File: src/rtl/reg_univ.sv
// Universal register: a WIDTH-bit word that can hold, load, shift, rotate,
// increment or decrement each clock. It has a synchronous preset, a clock
// enable and status flags. SOUT and CARRY are registered. Qbar and ZERO are
// derived combinationally from Q only.
module reg_univ #(
  parameter int unsigned     WIDTH      = 32,
  parameter logic [WIDTH-1:0] RESET_VAL  = {WIDTH{1'b0}},
  parameter logic [WIDTH-1:0] PRESET_VAL = {WIDTH{1'b1}}
) (
  input  logic             CLK,
  input  logic             RST,
  input  logic             PRESET,
  input  logic             EN,
  input  logic [2:0]       MODE,
  input  logic [WIDTH-1:0] D,
  input  logic             SIN,
  output logic [WIDTH-1:0] Q,
  output logic [WIDTH-1:0] Qbar,
  output logic             SOUT,
  output logic             CARRY,
  output logic             ZERO
);

  localparam logic [2:0] ModeHold = 3'b000;
  localparam logic [2:0] ModeLoad = 3'b001;
  localparam logic [2:0] ModeShl  = 3'b010;
  localparam logic [2:0] ModeShr  = 3'b011;
  localparam logic [2:0] ModeRol  = 3'b100;
  localparam logic [2:0] ModeRor  = 3'b101;
  localparam logic [2:0] ModeInc  = 3'b110;
  localparam logic [2:0] ModeDec  = 3'b111;

  logic [WIDTH-1:0] q_d, q_q;
  logic             sout_d, sout_q;
  logic             carry_d, carry_q;

  // Next-state selection: preset beats enable, and enable beats mode.
  // CARRY is a one-cycle pulse, so it defaults to 0 on every edge.
  always_comb begin
    q_d     = q_q;
    sout_d  = sout_q;
    carry_d = 1'b0;
    if (PRESET) begin
      q_d    = PRESET_VAL;
      sout_d = 1'b0;
    end else if (EN) begin
      unique case (MODE)
        ModeHold: q_d = q_q;
        ModeLoad: q_d = D;
        ModeShl: begin
          q_d    = {q_q[WIDTH-2:0], SIN};
          sout_d = q_q[WIDTH-1];
        end
        ModeShr: begin
          q_d    = {SIN, q_q[WIDTH-1:1]};
          sout_d = q_q[0];
        end
        ModeRol: begin
          q_d    = {q_q[WIDTH-2:0], q_q[WIDTH-1]};
          sout_d = q_q[WIDTH-1];
        end
        ModeRor: begin
          q_d    = {q_q[0], q_q[WIDTH-1:1]};
          sout_d = q_q[0];
        end
        ModeInc: begin
          q_d     = q_q + WIDTH'(1);
          carry_d = &q_q;
        end
        ModeDec: begin
          q_d     = q_q - WIDTH'(1);
          carry_d = ~|q_q;
        end
        // An unknown MODE must show up as X in simulation and must not be
        // treated as hold.
        default: q_d = {WIDTH{1'bx}};
      endcase
    end
  end

  // State registers with asynchronous reset that overrides everything.
  always_ff @(posedge CLK or posedge RST) begin
    if (RST) begin
      q_q     <= RESET_VAL;
      sout_q  <= 1'b0;
      carry_q <= 1'b0;
    end else begin
      q_q     <= q_d;
      sout_q  <= sout_d;
      carry_q <= carry_d;
    end
  end

  assign Q     = q_q;
  assign Qbar  = ~q_q;
  assign SOUT  = sout_q;
  assign CARRY = carry_q;
  assign ZERO  = (q_q == '0);

endmodule

File: config.mk
export PLATFORM = sky130hd
export DESIGN_NAME = reg_univ
export DESIGN_NICKNAME = d
export VERILOG_FILES = /design/src/rtl/reg_univ.sv
export SDC_FILE = /design/constraint.sdc
export NUM_CORES = 1
export LEC_CHECK = 0
export ABC_CLOCK_PERIOD_IN_PS = 7300
export CORE_MARGIN = 2
export CORE_UTILIZATION = 28
export CTS_CLUSTER_DIAMETER = 60
export CTS_CLUSTER_SIZE = 20
export DETAILED_ROUTE_END_ITERATION = 16
export SYNTH_ARGS = -nofsm -noshare
export SYNTH_HDL_FRONTEND = slang
export SYNTH_SLANG_ARGS = --single-unit
File: constraint.sdc
create_clock -name CLK -period 7.3 [get_ports CLK]
set_clock_uncertainty 0.2 [all_clocks]
set_input_delay 0.73 -clock CLK [delete_from_list [all_inputs] [get_ports CLK]]
set_output_delay 0.73 -clock CLK [all_outputs]
set_load 0.005 [all_outputs]
==> results.md, run 1 <==
- Status: finished, final reports clean
- TritonCTS clock tree: done
- Max transition margin: 34.0%
- Final HPWL DP: 13,200 µm
- Clock power frac: 25.7%
- Crit Path Class: input port to flip-flop
- FFs w/ async S/R, synth: 100%
- Worst path arrival time: 3990 ps
- Hold_ws: 401 ps
- Initial antenna violation count: 0
- All-layer global routing usage: 23.1%
- Pleak: 0.00206 µW
- Post-synth EDFFs: 0
- Post-Syn Nets: 610
- Pin count of the biggest net entering global routing: 38
- R2r setup slk: 4020 ps
- Post-route insts no fill: 816
- Drt wl/cell: 22.7 µm
- Area of the core: 14,400 µm²
- Pwr Density: 167 nW/µm²
- Actual slew at the worst max-slew pin: 964 ps
- Clock buffer depth: 2
- WL final: 18,500 µm
- Global-route wire length before repair: 28,600 µm
- Final setup fails: 0
- DRC Markers: 0
- VDD IR-drop max: 82.6 µV
- Reg-to-Reg Start: Q[11]$_DFFE_PP0P_
- Mapped cell area: 4060 µm²
- Data required, critical path: 7220 ps
- Maximum clock frequency: 246 MHz
- Layout cells sized above 1: 5.85%
- Post-layout nets: 672
- Design Area, Final: 5310 µm²
- TritonCTS Buffers: 5
- Clock Latency Late Sink: 280 ps
- Antenna Nets Post-Route: 0
- CTS H-tree lvls: 2
- Seq pwr share: 29.8%
- Setup crit start: MODE[0]
- Yosys cell types: 62
- Syn_area_per_cell: 7.14 µm²
- GRT overflow: 0
- Area growth, synth to finish: 30.6%
- # placed instances: 808
- CTS root buf: clkbuf_16
- Routed vias/inst: 6.26
- Final hold vios: 0
- Rows: 44
- Worst-path fanout max: 37
- Die W: 124 µm
- NetSw: 365 µW
- R2R cell count: 6
- Sw Ratio: 41.3%
- Setup TNS: 0 ps
- Sink Count: 34
- Ant diodes: 0
- Register area share after synthesis: 20.9%
- Initial Utilization: 28.3%
- I/O Buffers: 106
- Crit path capture: Q[31]$_DFFE_PP0P_
- Synth warn: 0
- Die Ht: 124 µm
- Tcrit/Tclk final: 55.7%
- Post-CTS Resized: 0
- Combinational share of power: 44.5%
- DR pass1 iterations: 6
- Vias: 5,106
- Hold Path Class: flip-flop to flip-flop
- Crit start category: input port
- Main flop type after synthesis: dfrtp_1
- Int Power: 519 µW
- Clock Pin Slew Worst Setup and Hold Paths: 60 ps
- 1st-iter DRT viols: 603
- RSZ-0062 raised after global routing: false
- IO Pins: 107
- Placer Congestion: 0.975
- Max cap viols: 0
- Cell Area, Placed: 5160 µm²
- Slew Limit Fails: 0
- FILL cells: 1,527
- Vias in the first global route: 4,902
- Period minus WS final: 4070 ps
- Post-Synthesis Cells: 569
- Critical path capture point type: flip-flop
- Worst R2R End: Q[31]$_DFFE_PP0P_
- Flip-flop and latch count after synthesis: 34
- Hold-fix buffers at CTS: 0
- Die area: 15,500 µm²
- Post-CTS Setup Repair Bufs: 0
- Min-delay src: SOUT$_DFFE_PP0P_
[placed cells by master (no fill, tap or decap), drive strengths merged, types with 10 or more instances in the layout]
master	n
a221oi	19
nand3	25
nor4	23
nor2	35
nand2	54
o21ai	22
a211oi	13
inv	37
mux2i	20
buf	10
a21oi	39
nor3	19
dfrtp	34
xnor2	13
a2bb2oi	13
clkdlybuf4s50	106
nand4	25
o31ai	10
[cell type report]
class	count	area [µm²]	area share, %
timing repair buffer	116	1140	21.4
multi-input combinational	437	2810	52.8
sequential	34	851	16.0
inverter	37	139	2.62
clock inverter	1	5.00	0.0943
tap	184	230	4.34
clock buffer	7	143	2.69
[cell families (layout without fill, tap and decap cells)]
family | Yosys count | count (layout) | synth area share (%)
buffers and inverters | 98 | 161 | 10.0
AO/OA/AOI/OAI | 169 | 169 | 29.5
AND/OR/NAND/NOR | 231 | 231 | 30.7
multiplexers | 22 | 22 | 5.48
flip-flops | 34 | 34 | 20.9
XOR/XNOR | 14 | 14 | 3.02
adder cells (fa/ha/maj) | 1 | 1 | 0.308
[registers in the layout, summed over array words and instances, names as in the netlist]
signal and flops:
Q 32, CARRY 1, SOUT 1
[worst min path at each step]
stage                             to  cells after the start
floorplan           SOUT$_DFFE_PP0P_                      2
global placement    SOUT$_DFFE_PP0P_                      2
detailed placement  SOUT$_DFFE_PP0P_                      2
CTS                 SOUT$_DFFE_PP0P_                      2
global route        SOUT$_DFFE_PP0P_                      2
finish              SOUT$_DFFE_PP0P_                      2
[synthesized netlist by cell type, types with 3 or more instances]
| master | instances | area [µm²] |
|---|---|---|
| o211ai_1 | 4 | 30.0 |
| clkbuf_1 | 36 | 135 |
| nor4_1 | 20 | 125 |
| nand2b_1 | 6 | 37.5 |
| a2bb2oi_1 | 13 | 114 |
| xnor2_1 | 13 | 114 |
| o31ai_1 | 10 | 75.1 |
| a221oi_1 | 19 | 166 |
| and3_1 | 6 | 37.5 |
| nand2_1 | 53 | 199 |
| nand4_1 | 25 | 156 |
| inv_1 | 37 | 139 |
| and2_1 | 3 | 18.8 |
| o22ai_1 | 6 | 37.5 |
| a22oi_1 | 6 | 45.0 |
| a211oi_1 | 13 | 97.6 |
| a31o_2 | 3 | 26.3 |
| nand3b_1 | 3 | 22.5 |
| a31oi_1 | 7 | 43.8 |
| a21oi_1 | 39 | 195 |
| nor4_2 | 3 | 37.5 |
| nor3_1 | 17 | 85.1 |
| dfrtp_1 | 34 | 851 |
| mux2i_1 | 20 | 200 |
| buf_2 | 17 | 85.1 |
| a2111oi_0 | 6 | 52.6 |
| nor2_1 | 35 | 131 |
| or2_2 | 4 | 25.0 |
| o21ai_0 | 21 | 105 |
| nand3_1 | 25 | 125 |
| or4_1 | 5 | 37.5 |
| or3_1 | 8 | 50.1 |
| and4_1 | 6 | 52.6 |
| buf_1 | 5 | 18.8 |
[critical path, cell delays in order]
cell	delay, ps
clkdlybuf4s50_1	450
buf_4	410
or3_1	250
nand2_1	420
buf_4	370
a2111oi_0	840
o21ai_0	170
a311oi_1	250
a211oi_1	80
[power by group through the flow]
stage / logic (µW) / registers (µW) / clock network, µW
global route: 426 / 267 / 237
finish: 394 / 263 / 227
global placement: 383 / 265 / 0
detailed placement: 385 / 265 / 0
CTS: 388 / 262 / 230
floorplan: 256 / 223 / 0
[metal layers]
metal,up-vias,routed length [µm],global-route usage [%]
met5,-,0,0
met2,318,8490,36.4
met4,0,563,8.46
met3,43,1580,4.17
li1,2292,-,-
met1,2453,7840,31.5
[metrics by stage]
stage | setup slack [ps] | utilization, % | total power [µW]
after floorplan | 3500 | - | 479
after global routing | 2970 | 36.9 | 930
after detailed placement | 3030 | 35.9 | 650
final | 3230 | 36.9 | 884
after global placement | 3120 | 35.9 | 648
after CTS | 3310 | 36.9 | 880
Note: power is estimated with default switching activity, not from simulation.
==> inputs of run 2 (changes only) <==
--- a/config.mk
+++ b/config.mk
@@ -5,7 +5,7 @@
 export SDC_FILE = /design/constraint.sdc
 export NUM_CORES = 1
 export LEC_CHECK = 0
-export ABC_CLOCK_PERIOD_IN_PS = 7300
+export ABC_CLOCK_PERIOD_IN_PS = 3450
 export CORE_MARGIN = 2
 export CORE_UTILIZATION = 28
 export CTS_CLUSTER_DIAMETER = 60
==> constraint.sdc (replaced) <==
create_clock -name CLK -period 3.45 [get_ports CLK]
set_clock_uncertainty 0.2 [all_clocks]
set_input_delay 0.345 -clock CLK [delete_from_list [all_inputs] [get_ports CLK]]
set_output_delay 0.345 -clock CLK [all_outputs]
set_load 0.005 [all_outputs]
==> results.md, run 2 (synthesized netlist as in run 1, its figures left out) <==
- Worst-path fanout max: 12
- Hold-fix buffers at CTS: 0
- CTS root buf: clkbuf_16
- Ant diodes: 0
- Rows: 44
- Fin util: 39.2%
- Die Ht: 124 µm
- DR pass1 iterations: 5
- # placed instances: 847
- Sink Count: 34
- Pwr Density: 352 nW/µm²
- Max transition margin: 50.7%
- Post-route insts no fill: 855
- Vias in the first global route: 5,047
- DRC Markers: 0
- Vias: 5,285
- Actual slew at the worst max-slew pin: 733 ps
- Die area: 15,500 µm²
- WL final: 19,600 µm
- Worst R2R End: Q[9]$_DFFE_PP0P_
- Drt wl/cell: 22.9 µm
- Slew Limit Fails: 0
- Post-CTS Setup Repair Bufs: 0
- Placer Congestion: 0.934
- Post-CTS Resized: 0
- Final HPWL DP: 14,800 µm
- Reg-to-Reg Start: Q[7]$_DFFE_PP0P_
- Max cap viols: 0
- Most common cell after layout, fill and taps aside: clkdlybuf4s50_1
- Die W: 124 µm
- Clock Latency Late Sink: 290 ps
- R2R cell count: 6
- Worst path arrival time: 2700 ps
- Global-route wire length before repair: 30,000 µm
- IO Pins: 107
- Initial antenna violation count: 0
- Clock buffer depth: 2
- Setup TNS: 0 ps
- Top sig layer: met4
- Tot Pwr: 1980 µW
- 1st-iter DRT viols: 546
- WL met1: 8440 µm
- GRT overflow: 0
- Antenna Nets Post-Route: 0
- Hold Path Class: input port to asynchronous set/reset pin
- Area of the core: 14,400 µm²
- Commonest cells after routing, fill and taps aside: clkdlybuf4s50_1 (106), nand2_1 (53), buf_4 (48)
- All-layer global routing usage: 24.5%
- Pleak: 0.00226 µW
- Met3 WL: 1380 µm
- Tcrit/Tclk final: 93.9%
- VDD IR-drop max: 161 µV
- Period minus WS final: 3240 ps
- Crit Path Class: flip-flop to primary output
- Initial Utilization: 28.3%
- Critical path capture point type: primary output
- TritonCTS clock tree: done
- Met2 Wirelength: 9260 µm
- TritonCTS Buffers: 5
- Final setup fails: 0
- Crit start category: flip-flop
- Pin count of the biggest net entering global routing: 36
- Final hold vios: 0
- Maximum clock frequency: 309 MHz
- Status: finished, final reports clean
- Layout cells sized above 1: 11.5%
- R2r setup slk: 460 ps
- Area growth, synth to finish: 38.6%
- Routed vias/inst: 6.18
- Post-layout nets: 711
- Clock Pin Slew Worst Setup and Hold Paths: 60 ps
- RSZ-0062 raised after global routing: false
- Data required, critical path: 2900 ps
- CTS H-tree lvls: 2
- I/O Buffers: 106
- Largest register FFs: 32
==> run 2: cell count changes in the layout (fill, tap and decap cells not counted) <==
| cell | change |
|---|---|
| buf_12 | +1 |
| buf_4 | +38 |
| clkbuf_1 | -1 |
| clkbuf_8 | +2 |
| clkinv_2 | -1 |
==> run 2: worst max-delay path, cell delays in order (launching register included) <==
cell and delay (ps):
dfrtp_1 550, or4_4 610, nor4_1 410, and3_1 300
clkdlybuf4s50_1 530
==> run 2: final cells by class <==
type / count / area [µm²]
multi-input cells: 437 / 2810
repair buffers: 155 / 1440
inverters: 37 / 139
well taps: 184 / 230
flip-flops and latches: 34 / 851
fillers: 1532 / 8740
clock buffers: 8 / 166
==> run 2: how the worst max path moves through the flow <==
stage	from	end	slack, ps
floorplan	MODE[1]	Q[18]$_DFFE_PP0P_	40
global placement	MODE[2]	Q[16]$_DFFE_PP0P_	260
detailed placement	MODE[2]	Q[16]$_DFFE_PP0P_	240
CTS	Q[3]$_DFFE_PP0P_	ZERO	240
global route	Q[3]$_DFFE_PP0P_	ZERO	170
finish	Q[7]$_DFFE_PP0P_	ZERO	210
==> run 2: power breakdown <==
group,total [µW],internal (µW),switching [µW]
Combinational,943,428,514
Clock,520,328,192
Sequential,518,434,84.6
==> run 2: stage by stage <==
stage	hold slack (ps)	instance area (µm²)	setup slack, ps
6_report	212	5630	210
5_1_grt	267	5630	170
4_1_cts	230	5630	244
3_5_place_dp	393	5470	238
3_3_place_gp	382	5470	265
2_1_floorplan	211	4060	38.4
==> run 2: metal layers <==
layer,track usage (%),up-vias
met3,3.99,41
met4,7.47,0
met1,33.2,2584
met2,39.9,289
met5,0,-
li1,-,2371
